## src/rtl/mux32_share_arbiter.sv

```systemverilog
// mux32_share_arbiter: two-requester arbiter and sequencer for the shared 2:1 word mux.
// The mux select comes straight from the registered grant state, so it cannot glitch.
// The selected word is registered into a valid/ready output stage.
// Optional feature: define MUX32_ARB_RR_EN for round-robin tie-break; default is fixed
// priority with requester 0 winning every tie.
module mux32_share_arbiter #(
    parameter int unsigned WIDTH     = 32,
    parameter int unsigned MAX_BURST = 4
) (
    input  logic             clk,
    input  logic             reset_n,
    // requester 0
    input  logic             req0,
    input  logic [WIDTH-1:0] data0,
    input  logic             last0,
    output logic             ready0,
    // requester 1
    input  logic             req1,
    input  logic [WIDTH-1:0] data1,
    input  logic             last1,
    output logic             ready1,
    // shared mux select
    output logic             slct,
    // output stage
    output logic             out_valid,
    output logic [WIDTH-1:0] out_data,
    output logic             out_src,
    input  logic             out_ready,
    output logic             busy
);

    // Smallest counter that can represent MAX_BURST.
    localparam int unsigned CntW = $clog2(MAX_BURST + 1);
    localparam logic [CntW-1:0] MaxCnt = CntW'(MAX_BURST);

    typedef enum logic [1:0] {
        StIdle   = 2'd0,
        StGrant0 = 2'd1,
        StGrant1 = 2'd2
    } state_e;

    state_e          state_q, state_d;
    logic [CntW-1:0] cnt_q, cnt_d;
    logic            out_valid_q, out_valid_d;
    logic [WIDTH-1:0] out_data_q, out_data_d;
    logic            out_src_q, out_src_d;

`ifdef MUX32_ARB_RR_EN
    // Last granted requester; the other one wins the next tie.
    logic            ptr_q, ptr_d;
`endif

    logic            space;
    logic            xfer;
    logic [WIDTH-1:0] mux_word;
    logic [CntW-1:0] cnt_inc;
    logic            rel;
    logic            arb_req0;
    logic            arb_req1;
    logic            tie_grant1;

    // Handshake and mux: readys only in the matching grant state with room downstream.
    always_comb begin
        space    = !out_valid_q || out_ready;
        ready0   = (state_q == StGrant0) && req0 && space;
        ready1   = (state_q == StGrant1) && req1 && space;
        xfer     = ready0 || ready1;
        slct     = (state_q == StGrant1);
        mux_word = slct ? data1 : data0;
        cnt_inc  = cnt_q + CntW'(1);
    end

    // Tie-break decision between two simultaneous requests.
    always_comb begin
`ifdef MUX32_ARB_RR_EN
        tie_grant1 = !ptr_q;
`else
        tie_grant1 = 1'b0;
`endif
    end

    // Grant FSM next state, burst counter and release/re-arbitration.
    always_comb begin
        state_d  = state_q;
        cnt_d    = cnt_q;
        rel      = 1'b0;
        arb_req0 = req0;
        arb_req1 = req1;
`ifdef MUX32_ARB_RR_EN
        ptr_d    = ptr_q;
`endif
        unique case (state_q)
            StIdle: begin
                rel = 1'b1;
            end
            StGrant0: begin
                if (!req0) begin
                    rel = 1'b1;
                end else if (ready0) begin
                    if (last0) begin
                        // The burst just ended; its still-high req belongs to that beat.
                        rel      = 1'b1;
                        arb_req0 = 1'b0;
                    end else if (cnt_inc == MaxCnt) begin
                        rel = 1'b1;
                    end else begin
                        cnt_d = cnt_inc;
                    end
                end
            end
            StGrant1: begin
                if (!req1) begin
                    rel = 1'b1;
                end else if (ready1) begin
                    if (last1) begin
                        rel      = 1'b1;
                        arb_req1 = 1'b0;
                    end else if (cnt_inc == MaxCnt) begin
                        rel = 1'b1;
                    end else begin
                        cnt_d = cnt_inc;
                    end
                end
            end
            default: begin
                rel = 1'b1;
            end
        endcase

        // Re-arbitrate in the same cycle as the release so there is no bubble.
        if (rel) begin
            cnt_d = '0;
            if (arb_req0 && arb_req1) begin
                state_d = tie_grant1 ? StGrant1 : StGrant0;
            end else if (arb_req0) begin
                state_d = StGrant0;
            end else if (arb_req1) begin
                state_d = StGrant1;
            end else begin
                state_d = StIdle;
            end
`ifdef MUX32_ARB_RR_EN
            if (state_d == StGrant0) begin
                ptr_d = 1'b0;
            end else if (state_d == StGrant1) begin
                ptr_d = 1'b1;
            end
`endif
        end
    end

    // Output stage: capture on a transfer, drain when the consumer takes the word.
    always_comb begin
        out_valid_d = out_valid_q;
        out_data_d  = out_data_q;
        out_src_d   = out_src_q;
        if (xfer) begin
            out_valid_d = 1'b1;
            out_data_d  = mux_word;
            out_src_d   = ready1;
        end else if (out_ready) begin
            out_valid_d = 1'b0;
        end
    end

    // State registers; reset drops any held word immediately.
    always_ff @(posedge clk or negedge reset_n) begin
        if (!reset_n) begin
            state_q     <= StIdle;
            cnt_q       <= '0;
            out_valid_q <= 1'b0;
            out_data_q  <= '0;
            out_src_q   <= 1'b0;
        end else begin
            state_q     <= state_d;
            cnt_q       <= cnt_d;
            out_valid_q <= out_valid_d;
            out_data_q  <= out_data_d;
            out_src_q   <= out_src_d;
        end
    end

`ifdef MUX32_ARB_RR_EN
    // Pointer resets to 1 so requester 0 wins the first tie.
    always_ff @(posedge clk or negedge reset_n) begin
        if (!reset_n) begin
            ptr_q <= 1'b1;
        end else begin
            ptr_q <= ptr_d;
        end
    end
`endif

    // Drive the registered outputs.
    always_comb begin
        out_valid = out_valid_q;
        out_data  = out_data_q;
        out_src   = out_src_q;
        busy      = (state_q != StIdle);
    end

    // Invariants of the grant and output stage.
    a_ready_onehot : assert property (@(posedge clk) disable iff (!reset_n)
        !(ready0 && ready1));
    a_cnt_below_max : assert property (@(posedge clk) disable iff (!reset_n)
        cnt_q < MaxCnt);
    a_hold_on_stall : assert property (@(posedge clk) disable iff (!reset_n)
        (out_valid_q && !out_ready) |=> (out_valid_q && $stable(out_data_q)
                                         && $stable(out_src_q)));

endmodule

```

## config.mk

```make
export PLATFORM = sky130hd
export DESIGN_NAME = mux32_share_arbiter
export DESIGN_NICKNAME = d
export VERILOG_FILES = /design/src/rtl/mux32_share_arbiter.sv
export SDC_FILE = /design/constraint.sdc
export NUM_CORES = 1
export LEC_CHECK = 0
export BUFFER_PORTS_ARGS = -buffer_cell sky130_fd_sc_hd__buf_2
export CORE_UTILIZATION = 40
export DETAILED_ROUTE_END_ITERATION = 12
export GPL_TIMING_DRIVEN = 1
export PLACE_DENSITY_LB_ADDON = 0.05
export SKIP_LAST_GASP = 1
export SLEW_MARGIN = 20
export SYNTH_ARGS = -nofsm -noshare
export SYNTH_HDL_FRONTEND = slang
export SYNTH_SLANG_ARGS = --single-unit
```

## constraint.sdc

```tcl
create_clock -name clk -period 1.8 [get_ports clk]
set_clock_uncertainty 0.15 [all_clocks]
set_input_delay 0.09 -clock clk [delete_from_list [all_inputs] [get_ports clk]]
set_output_delay 0.09 -clock clk [all_outputs]
set_load 0.01 [all_outputs]
```

==> results_dict.tcl <==
set metrics [dict create \
    synth.distinct_cells 30 \
    numPlacedInstances 370 \
    grt_pass1_vias 2035 \
    rsz0062_at_grt "true" \
    relSlewSlack 0.682 \
    met2_usage 0.399 \
    synth-seq-cells 39 \
    postLayoutSetupSlackWorst_ns 0.00585 \
    fin_setup_tns_ns 0 \
    grt_usage 0.223 \
    seqPwrFrac 0.331 \
    max_freq_ghz 0.557 \
    p_comb_frac 0.545 \
    cp.arrival_ns 1.82 \
    place_worst_setup_slack_ns -0.0436 \
    clk_latency_ns 0.29 \
    dpl-instance-area_um2 2680 \
    critPathMaxFanout 4 \
    busiest_layer "met2" \
    nFillCells 369 \
    wl_per_cell_um 13.0 \
    core-area_um2 4820 \
    p_switching_mw 1.82 \
    layout_min_cycle_time_ns 1.79 \
    synthCells 196 \
    max_slew.worst_pin.slew_ns 0.476 \
    endpoint_kind "flip-flop" \
    clock_sinks 39 \
    fin_crit_sh 0.997 \
    grt_first_pass_wirelength_mm 9.11 \
    gp_congestion 0.772 \
    cts-buffers-inserted 5 \
    synth_seq_area_share 0.476 \
    fin_nets 457 \
    fin_cells 449 \
    crit_type "flip-flop to flip-flop" \
    hpwl_mm 3.50 \
    diodes 0 \
    syn_to_final_growth_pct 73.9 \
    die_x_um 73.6 \
    dieArea_um2 5420 \
    slew_viol_final 0 \
    holdWs_ns 0.115 \
    grt_max_degree 23 \
    io_pins 109 \
    setup-violations-final 0 \
    gr-usage-met1 0.268 \
    status "finished, final reports clean" \
    layout-drive-gt1-share 0.385 \
    clk_pin_slew_ns 0.07 \
    via_count 2058 \
    postSynthAreaPerCell_um2 10.5 \
    first_pass_iters 4 \
    internal-power_mw 2.80 \
    p_leak_nw 1.63 \
    die_h_um 73.6 \
    hold_path_class "input port to flip-flop" \
    clockRootBuffer "clkbuf_8" \
    clk_path_buf_depth 2 \
    start_util 0.426 \
    critPathRequiredTime_ns 1.83 \
    hold_viol_final 0 \
    io_buffers 108 \
    final-seq-area_um2 976 \
    synthesis.area_um2 2050 \
    powerDensity_nw_per_um2 1300 \
    final_cell_mix "buf_2 (108), dlygate4sd3_1 (67), dfrtp_1 (39), nor2_1 (35), a21oi_1 (33)" \
    grt_overflow 0 \
    drtAntennaViolNets 0 \
    rows 25 \
    routed_wl_mm 5.84 \
    finalPower_mw 4.62 \
    worstSetupStartpointType "flip-flop" \
    drcViolationCount 0 \
    cts_htree_levels 2 \
    synth_nets 272 \
    antenna_found_initial 0 \
    cts_tree "built" \
    fin_util 0.741 \
    max_cap_viol_count 0 \
    p_clk_frac 0.125 \
    swShare 0.393 \
    vdd_ir_drop_max_mv 0.703 \
    drtIter0Drc 53 \
    multi_input_area_um2 1030 \
    fin_area_um2 3570 \
    yosysWarnings 0 \
    final_common_cell "buf_2" \
    grt_util_met3 0.0562 \
    via_per_inst 4.58 \
]
==> cell families (layout without fill, tap and decap cells) <==
family / count (synthesis) / count (layout) / synth area share
fa+ha+maj: 5 / 5 / 0.0305
mux: 34 / 34 / 0.171
buf+inv: 16 / 202 / 0.0549
simple gates: 49 / 49 / 0.109
flops: 39 / 39 / 0.476
compound gates: 52 / 52 / 0.151
xor+xnor: 1 / 1 / 0.00793
==> critical path, cell delays in order (launching register included) <==
cell	delay [ns]
dfrtp_1	0.43
ha_4	0.20
xor2_4	0.19
a211oi_2	0.28
o22ai_4	0.14
mux2_4	0.30
==> power groups by stage <==
stage	Sequential [mW]	Combinational [mW]	Clock [mW]
floorplan	1.70	1.32	0
global placement	1.51	2.19	0
detailed placement	1.52	2.23	0
CTS	1.51	2.37	0.595
global route	1.58	2.75	0.641
finish	1.53	2.52	0.576
==> cells in the mapped netlist (all sizes together) <==
cell,instances,area share
o21ai,7,0.017
o21a,1,0.0037
mux2,2,0.015
buf,10,0.044
a211oi,1,0.0061
nand2,3,0.0067
xor2,1,0.0079
a21boi,1,0.0037
or3,1,0.0031
ha,5,0.031
a22oi,1,0.0037
nor2,35,0.064
nand2b,2,0.0098
nor2b,2,0.0061
a31oi,1,0.0031
o22ai,1,0.0098
nand3b,3,0.011
nand4,1,0.0031
a21oi,37,0.096
dfrtp,39,0.48
a22o,1,0.0043
mux2i,32,0.16
inv,6,0.011
a31o,1,0.0043
nand3,2,0.0049
==> metal layers <==
layer	part of all wire	vias up
met3	0.055	9
met1	0.40	935
li1	-	1051
met5	0	-
met4	0.012	0
met2	0.53	63
==> area by class of cell <==
class | count | share of cell area
inverter | 6 | 0.00631
multi-input combinational | 141 | 0.288
tap | 67 | 0.0235
timing repair buffer | 188 | 0.384
clock buffer | 6 | 0.0203
clock inverter | 2 | 0.00351
sequential | 39 | 0.274
==> what timing repair did <==
action                                 in CTS  in global routing
setup endpoints to repair                   2                 38
buffers inserted                            1                  3
hold buffers                               67                  0
endpoints found under the hold margin      72                  0
resized for setup                           3                 19
pin swaps                                   3                  2
==> sequential cells by signal, indices dropped and copies added (netlist names) <==
name	count
out_data	32
cnt_q	3
state_q	2
out_src	1
out_valid	1
==> path summary, 6_finish.rpt <==
check | from | to | slack, ns | cells past startpoint
min reg2reg | out_src | out_src | 0.36 | 2
min in group asynchronous | reset_n | state_q[1] | 0.15 | 2
min | req0 | out_valid | 0.11 | 4
max | cnt_q[1] | state_q[0] | 0.006 | 5
max reg2reg | cnt_q[1] | state_q[0] | 0.006 | 5
max in group asynchronous | reset_n | out_data[31] | 0.89 | 3
Power figures use the tool's default switching activity.
